[src/rtl/aes128_iter_ctrl.sv]
// aes128_iter_ctrl -- iterative AES-128 encryption controller.
//
// Accepts one plaintext/key pair, applies the initial AddRoundKey and then
// runs one AES round per clock on a shared round datapath. Ten rounds are
// run, and the last round skips MixColumns. Round keys are expanded on the
// fly from the previous round key.
//
// Ports:
//   clk, rst            clock; asynchronous active-high reset
//   in_valid/in_ready   input handshake (in_ready high only in IDLE)
//   plain, key [0:127]  plaintext / cipher key, byte 0 in bits 0..7
//   out_valid/out_ready result handshake (out_ready used only when stalling)
//   cipher [0:127]      ciphertext, driven from the state register
//   busy                high while a block is in RUN or DONE
//   round [3:0]         current round index, 0 in IDLE, 1..10 in RUN, 10 in DONE
//
// Build option: define AES128_ITER_STALL_EN so that DONE holds the result until
// out_ready. Without it, DONE lasts one cycle and out_ready has no effect.
module aes128_iter_ctrl (
  input  logic         clk,
  input  logic         rst,
  input  logic         in_valid,
  output logic         in_ready,
  input  logic [0:127] plain,
  input  logic [0:127] key,
  output logic         out_valid,
  input  logic         out_ready,
  output logic [0:127] cipher,
  output logic         busy,
  output logic [3:0]   round
);

  // Forward S-box, entry x at bits [8x +: 8]
  localparam logic [0:2047] SBOX = {
    128'h637c777bf26b6fc53001672bfed7ab76, 128'hca82c97dfa5947f0add4a2af9ca472c0,
    128'hb7fd9326363ff7cc34a5e5f171d83115, 128'h04c723c31896059a071280e2eb27b275,
    128'h09832c1a1b6e5aa0523bd6b329e32f84, 128'h53d100ed20fcb15b6acbbe394a4c58cf,
    128'hd0efaafb434d338545f9027f503c9fa8, 128'h51a3408f929d38f5bcb6da2110fff3d2,
    128'hcd0c13ec5f974417c4a77e3d645d1973, 128'h60814fdc222a908846eeb814de5e0bdb,
    128'he0323a0a4906245cc2d3ac629195e479, 128'he7c8376d8dd54ea96c56f4ea657aae08,
    128'hba78252e1ca6b4c6e8dd741f4bbd8b8a, 128'h703eb5664803f60e613557b986c11d9e,
    128'he1f8981169d98e949b1e87e9ce5528df, 128'h8ca1890dbfe6426841992d0fb054bb16
  };

  typedef enum logic [1:0] {S_IDLE, S_RUN, S_DONE} state_e;

  function automatic logic [7:0] sbox(input logic [7:0] x);
    return SBOX[{x, 3'b000} +: 8];
  endfunction

  function automatic logic [7:0] xt(input logic [7:0] b);
    return {b[6:0], 1'b0} ^ (b[7] ? 8'h1b : 8'h00);
  endfunction

  // One MixColumns column; byte 0 of the column sits in the top byte
  function automatic logic [31:0] mixcol(input logic [31:0] col);
    logic [7:0] a0, a1, a2, a3;
    {a0, a1, a2, a3} = col;
    return {xt(a0) ^ xt(a1) ^ a1 ^ a2 ^ a3,
            a0 ^ xt(a1) ^ xt(a2) ^ a2 ^ a3,
            a0 ^ a1 ^ xt(a2) ^ xt(a3) ^ a3,
            xt(a0) ^ a0 ^ a1 ^ a2 ^ xt(a3)};
  endfunction

  state_e       r_fsm, w_fsm_nxt;
  logic [127:0] r_state, r_rkey;   // byte i at bits [127-8i -: 8]
  logic [3:0]   r_rnd;
  logic [7:0]   r_rcon;

  logic [127:0] w_sr, w_mc, w_nk, w_rnd_out;
  logic [31:0]  w_t;
  logic         w_last, w_done_exit;

  assign w_last = (r_rnd == 4'd10);

`ifdef AES128_ITER_STALL_EN
  assign w_done_exit = out_ready;
`else
  // DONE always lasts one cycle; out_ready is read here only so it is not a dangling input
  assign w_done_exit = out_ready | 1'b1;
`endif

  // Round datapath: SubBytes+ShiftRows, MixColumns, key expansion
  always_comb begin
    w_sr = '0;
    for (int c = 0; c < 4; c++)
      for (int r = 0; r < 4; r++)
        w_sr[127-8*(4*c+r) -: 8] = sbox(r_state[127-8*(4*((c+r)%4)+r) -: 8]);

    w_mc = '0;
    for (int c = 0; c < 4; c++)
      w_mc[127-32*c -: 32] = mixcol(w_sr[127-32*c -: 32]);

    // RotWord + SubWord of w3, rcon folded into the leading byte
    w_t = {sbox(r_rkey[23:16]) ^ r_rcon, sbox(r_rkey[15:8]),
           sbox(r_rkey[7:0]), sbox(r_rkey[31:24])};
    w_nk[127:96] = r_rkey[127:96] ^ w_t;
    w_nk[95:64]  = r_rkey[95:64] ^ w_nk[127:96];
    w_nk[63:32]  = r_rkey[63:32] ^ w_nk[95:64];
    w_nk[31:0]   = r_rkey[31:0]  ^ w_nk[63:32];

    w_rnd_out = (w_last ? w_sr : w_mc) ^ w_nk;
  end

  always_ff @(posedge clk or posedge rst) begin
    if (rst) r_fsm <= S_IDLE;
    else     r_fsm <= w_fsm_nxt;
  end

  always_comb begin
    w_fsm_nxt = r_fsm;
    in_ready  = 1'b0;
    out_valid = 1'b0;
    busy      = 1'b0;
    case (r_fsm)
      S_IDLE: begin
        in_ready = 1'b1;
        if (in_valid) w_fsm_nxt = S_RUN;
      end
      S_RUN: begin
        busy = 1'b1;
        if (w_last) w_fsm_nxt = S_DONE;
      end
      S_DONE: begin
        busy      = 1'b1;
        out_valid = 1'b1;
        if (w_done_exit) w_fsm_nxt = S_IDLE;
      end
      default: w_fsm_nxt = S_IDLE;
    endcase
  end

  always_ff @(posedge clk or posedge rst) begin
    if (rst) begin
      r_state <= '0;
      r_rkey  <= '0;
      r_rnd   <= 4'd0;
      r_rcon  <= 8'h01;
    end else begin
      case (r_fsm)
        S_IDLE: if (in_valid) begin
          r_state <= plain ^ key;
          r_rkey  <= key;
          r_rnd   <= 4'd1;
          r_rcon  <= 8'h01;
        end
        S_RUN: begin
          r_state <= w_rnd_out;
          r_rkey  <= w_nk;
          r_rcon  <= xt(r_rcon);       // 0x80 -> 0x1b through the reduction
          if (!w_last) r_rnd <= r_rnd + 4'd1;  // round reads 10 through DONE
        end
        S_DONE: if (w_done_exit) r_rnd <= 4'd0;
        default: ;
      endcase
    end
  end

  assign cipher = r_state;
  assign round  = r_rnd;

endmodule
[config.mk]
export PLATFORM = sky130hd
export DESIGN_NAME = aes128_iter_ctrl
export DESIGN_NICKNAME = d
export VERILOG_FILES = /design/src/rtl/aes128_iter_ctrl.sv
export SDC_FILE = /design/constraint.sdc
export NUM_CORES = 2
export LEC_CHECK = 0
export BUFFER_PORTS_ARGS = -buffer_cell sky130_fd_sc_hd__buf_2
export CAP_MARGIN = 0
export CELL_PAD_IN_SITES_DETAIL_PLACEMENT = 1
export CELL_PAD_IN_SITES_GLOBAL_PLACEMENT = 1
export CORE_ASPECT_RATIO = 0.7
export CORE_MARGIN = 2
export CORE_UTILIZATION = 36
export CTS_CLUSTER_SIZE = 25
export DETAILED_ROUTE_END_ITERATION = 12
export HOLD_SLACK_MARGIN = 0.05
export PLACE_DENSITY_LB_ADDON = 0.1
export RECOVER_POWER = 100
export REMOVE_ABC_BUFFERS = 1
export SLEW_MARGIN = 20
export SYNTH_ARGS = -nofsm -noshare
export SYNTH_HDL_FRONTEND = slang
export SYNTH_SLANG_ARGS = --single-unit
[constraint.sdc]
create_clock -name clk -period 13.7 [get_ports clk]
set_input_delay 3.425 -clock clk [delete_from_list [all_inputs] [get_ports clk]]
set_output_delay 3.425 -clock clk [all_outputs]
set_load 0.005 [all_outputs]
Yosys cells after proc, flatten, opt, wreduce, memory -nomap -nowiden
Cells that the tools add are included.

Output and inout bits: 135. Logic and storage cells: 180. Bits of input ports: 260. Register bits after elaboration: 270.

Equality and inequality tests: 6. Shift operators: 20. Bitwise gates (word level): 108. $add $sub $neg: 1. Reduce and logical (&&, ||, !) cells: 7. Muxes and demuxes: 33.

Operators by type and width (number): variable part select 2048 x 12 -> 2049 bit, first input constant (20); bitwise XOR 8 bit (65); case mux 128 bit (2 select lines) (2); two-way mux 128 bit (3); bitwise XOR 128 bit (2); NOT 11 -> 12 bit (20); bitwise XOR 8 x 5 -> 8 bit (17); bitwise XOR 32 bit (4); two-way mux 5 bit (17); case mux 8 bit (2 select lines) (1); case mux 4 bit (3 select lines) (1); two-way mux 4 bit (2); two-way mux 8 bit (1); != test 2 bit, second input constant (3); adder 4 x 1 -> 4 bit, second input constant (1); == test 4 bit, second input constant (1); two-way mux 2 bit (2); case mux 2 bit (2 select lines) (1); AND reduction 2 bit (2); two-way mux 1 bit (3); AND reduction 3 bit (1); nonzero test 3 bit (1); == test 2 x 1 -> 1 bit, second input constant (1); == test 2 bit, second input constant (1); other kinds (3) (3).

Depth between registers and ports, before layout
Depth in word-level cells: 11. Depth in mapped cells: 18.

Least setup slack after synthesis
Ideal clock, no wire load.

Kind: input to register. Start point: input port in_valid. End point: register r_state[103], in the netlist cipher[24]. Path slack: 8598 ps. Setup time: 142 ps. Data required time: 13558 ps. Arrival: 4959 ps. Path buffers: 4. Cell stages on the path: 7. Cells stage by stage: clkbuf_1 nand2_1 o21ai_1 clkbuf_1 clkbuf_1 clkbuf_1 o32ai_1.

Word-level cells in the longest chain between the ends: 2.

RTL lines: start: declaration (RTL line 22) `input logic in_valid,`; != test 2 bit (no source line); AND reduction 2 bit (no source line); end signal: assignment (RTL line 142) `r_state <= plain ^ key;`; end signal: assignment (RTL line 148) `r_state <= w_rnd_out;`; end: declaration (RTL line 66) `logic [127:0] r_state, r_rkey;`.

Every way passes these cells. A chain may end at the register's enable or synchronous reset.

Worst setup path in the final report
Start point: input port in_valid. End point: register r_state[87], in the netlist cipher[40].

The elaborated chain is that of the path after synthesis.

==> impl_results.md <==
- Outcome: finished with violations
- Failing checks: capacitance limit, slew limit
- Mapped Area: 92300 µm²
- Tightest Pin Transition: 6.00 ns
- Die width: 609 µm
- Synth Area in XOR/XNOR: 0.100
- WHS: 0.509 ns
- Layout Nets: 13000
- Final setup margin: 2.78 ns
- TritonCTS Buffers: 43
- Critical path arrival: 11.42 ns
- Fraction of synthesized area in multiplexers: 0.0873
- DR vias: around 120k
- Setup violators final: 0
- RSZ-0062 raised after global routing: false
- Clk slew on worst S/H paths: 0.06 ns
- DR pass1 iterations: 6
- Post-route clock period utilization: 0.797
- Leading cell type in the layout, fill and taps excluded: a21oi_1
- Slew Viols, Final: between 5000 and 6000
- Fmax: 91.6 MHz
- Synth Area in Simple Gates: 0.240
- H-tree Lvls: 2
- Slew headroom: -3.02
- Overflow after GRT: 0
- Commonest non-fill, non-tap cells in the layout: a21oi_1 (1110), o21ai_0 (1032), nand2_1 (936)
- CTS tree: done
- Total Routed Length: 601 mm
- Post-Synth Adder-Cell Area: 0.0404
- Synth async-reset ratio: 1.00
- Syn_area_per_cell: 6.98 µm²
- Final HPWL DP: 435 mm
- Clk_lat worst skew: 0.66 ns
- Area delta synth->final: 3.54%
- Detail Route Antenna Nets: 0
- I/O Pins: 395
- Primary FF master, synth: dfrtp_1
- Setup Fix Bufs, Post-CTS: 0
- Max-cap violation count: around 120
- Post-synthesis sequential area ratio: 0.0732
- Number of global-route vias before repair: 110000
- Compound-Gate Fraction of Synth Area: 0.375
- Via-to-Cell Ratio: approximately 7.4
- Worst Setup Start Kind: input port
- Synth area leader: dfrtp_1
- Dpl cell area: 94800 µm²
- Clock sink count: 270
- DIE HEIGHT: 428 µm
- Clock root cell: clkbuf_16
- Row cnt: 155
- Die footprint: about 260000 µm²
- Fin crit period: roughly 11 ns
- Largest family of logic cells by synthesized area: compound AO/OA/AOI/OAI gates
- CP Capture Type: flop
- Post_cts resized: 0
- Worst Path Max Fanout: 35
- Initial drt markers: about 19000
- Routability cong.: 1.07
- Seq cells post-synth: 270
- Largest net degree at the start of global routing: 123
- Clk buf depth: 3
- Synth top area share: 0.0729
- Final Cell Area: approximately 96000 µm²
- Synth Instances: 13200
- Syn. warnings: 0
- CTS Hold Buffers Added: 0
- Pre-CTS setup slack: about 6.5 ns
- First-pass GRT wire length: 848 mm
- Drt wl/cell: between 30 and 40 µm
- Kind of critical path: input port to flop
- Initial antenna violation count: 36
- EDFF count, synth: 0
- Hold Vio Cnt, Final: 0
- Top post-synthesis cells by area: dfrtp_1 (7.3%), mux4_2 (6.1%), a21oi_1 (6.0%), o21ai_0 (5.6%), xnor2_1 (4.8%)
- WP data required: approximately 14 ns
- Layout cell share with drive strength beyond 1: 0.112
- Setup Skew: roughly 0.03 ns
- Hold Path Class: flop to flop
- Buffers added on ports: 393
- Total Routing Usage GR: 0.437
- Drt drc: 0
- Starting density of the core: 0.362
- Synth unique cells: 134
- Core area: ~250000 µm²
==> final timing paths <==
check / cells past startpoint / from / slack [ns] / to
worst min register to register: 2 / cipher[65] / 0.51 / cipher[65]
max in group asynchronous: 3 / rst / 4.07 / cipher[101]
min in group asynchronous: 2 / rst / 4.69 / r_rkey[94]
worst max-delay path: 8 / in_valid / 2.78 / cipher[40]
worst max register to register: 15 / cipher[95] / 3.51 / cipher[123]
worst min-delay path: 2 / cipher[65] / 0.51 / cipher[65]
==> metrics by stage <==
step / TNS, ns / util / cells
floorplan: -266.71 / - / 11700
finish: 0 / 0.375 / 15900
global route: 0 / 0.375 / 15900
CTS: 0 / 0.378 / 15900
detailed placement: 0 / 0.372 / 15800
global placement: 0 / 0.372 / 15800
==> Yosys cell counts (85+ instances only) <==
cell type	instances
dfrtp_1	269
a311oi_1	207
a21oi_1	1110
mux4_2	251
o31ai_1	150
a221oi_1	136
a31oi_1	291
buf_2	487
clkbuf_1	865
o22ai_1	235
or3_1	90
mux2i_1	164
o211ai_1	255
and2_1	123
buf_1	122
inv_1	190
o221ai_1	116
o21ai_0	1026
a21o_1	89
nand2_1	939
nor2b_1	391
xor2_1	295
nand2b_1	472
nor3_1	476
xnor2_1	506
or2_2	111
and3_1	85
nor2_1	929
a211oi_1	226
o311ai_0	174
nand3_1	430
ha_1	294
==> layer usage <==
metal / share of wire / global-route usage
met2: 0.39 / 0.595
met1: 0.42 / 0.623
met5: 0.00020 / 0
met3: 0.13 / 0.115
met4: 0.061 / 0.223
==> kinds of logic after synthesis <==
family / count (synthesis)
AO/OA/AOI/OAI: 5067
AND/OR/NAND/NOR: 4394
buffers and inverters: 1800
XOR/XNOR: 908
multiplexers: 479
adder cells (fa/ha/maj): 299
flip-flops: 270
==> worst max-delay path, cell delays in order <==
cell	delay, ns
clkbuf_1	1.03
nor2b_1	0.31
nor2_1	2.00
clkbuf_1	2.51
nand2_1	0.58
clkbuf_1	0.67
o22ai_1	0.69
a211oi_1	0.10
==> state kept, by name, indices dropped and copies added (netlist names) <==
signal and cells:
r_rcon 8, r_rkey 128, r_fsm 2, round 4, cipher 128
==> area by class of cell <==
cell class	instances	area, µm²
fillers	31900	159000
multi-input cells	11100	77700
flip-flops and latches	270	6860
repair buffers	773	4380
well taps	3375	4220
clock buffers	63	1240
inverters	234	880
clock inverters	16	188
diodes	21	52.6
Power is left out: the tool's default activity adds up to more than one toggle a clock period on the data nets, which glitch-free logic cannot reach.
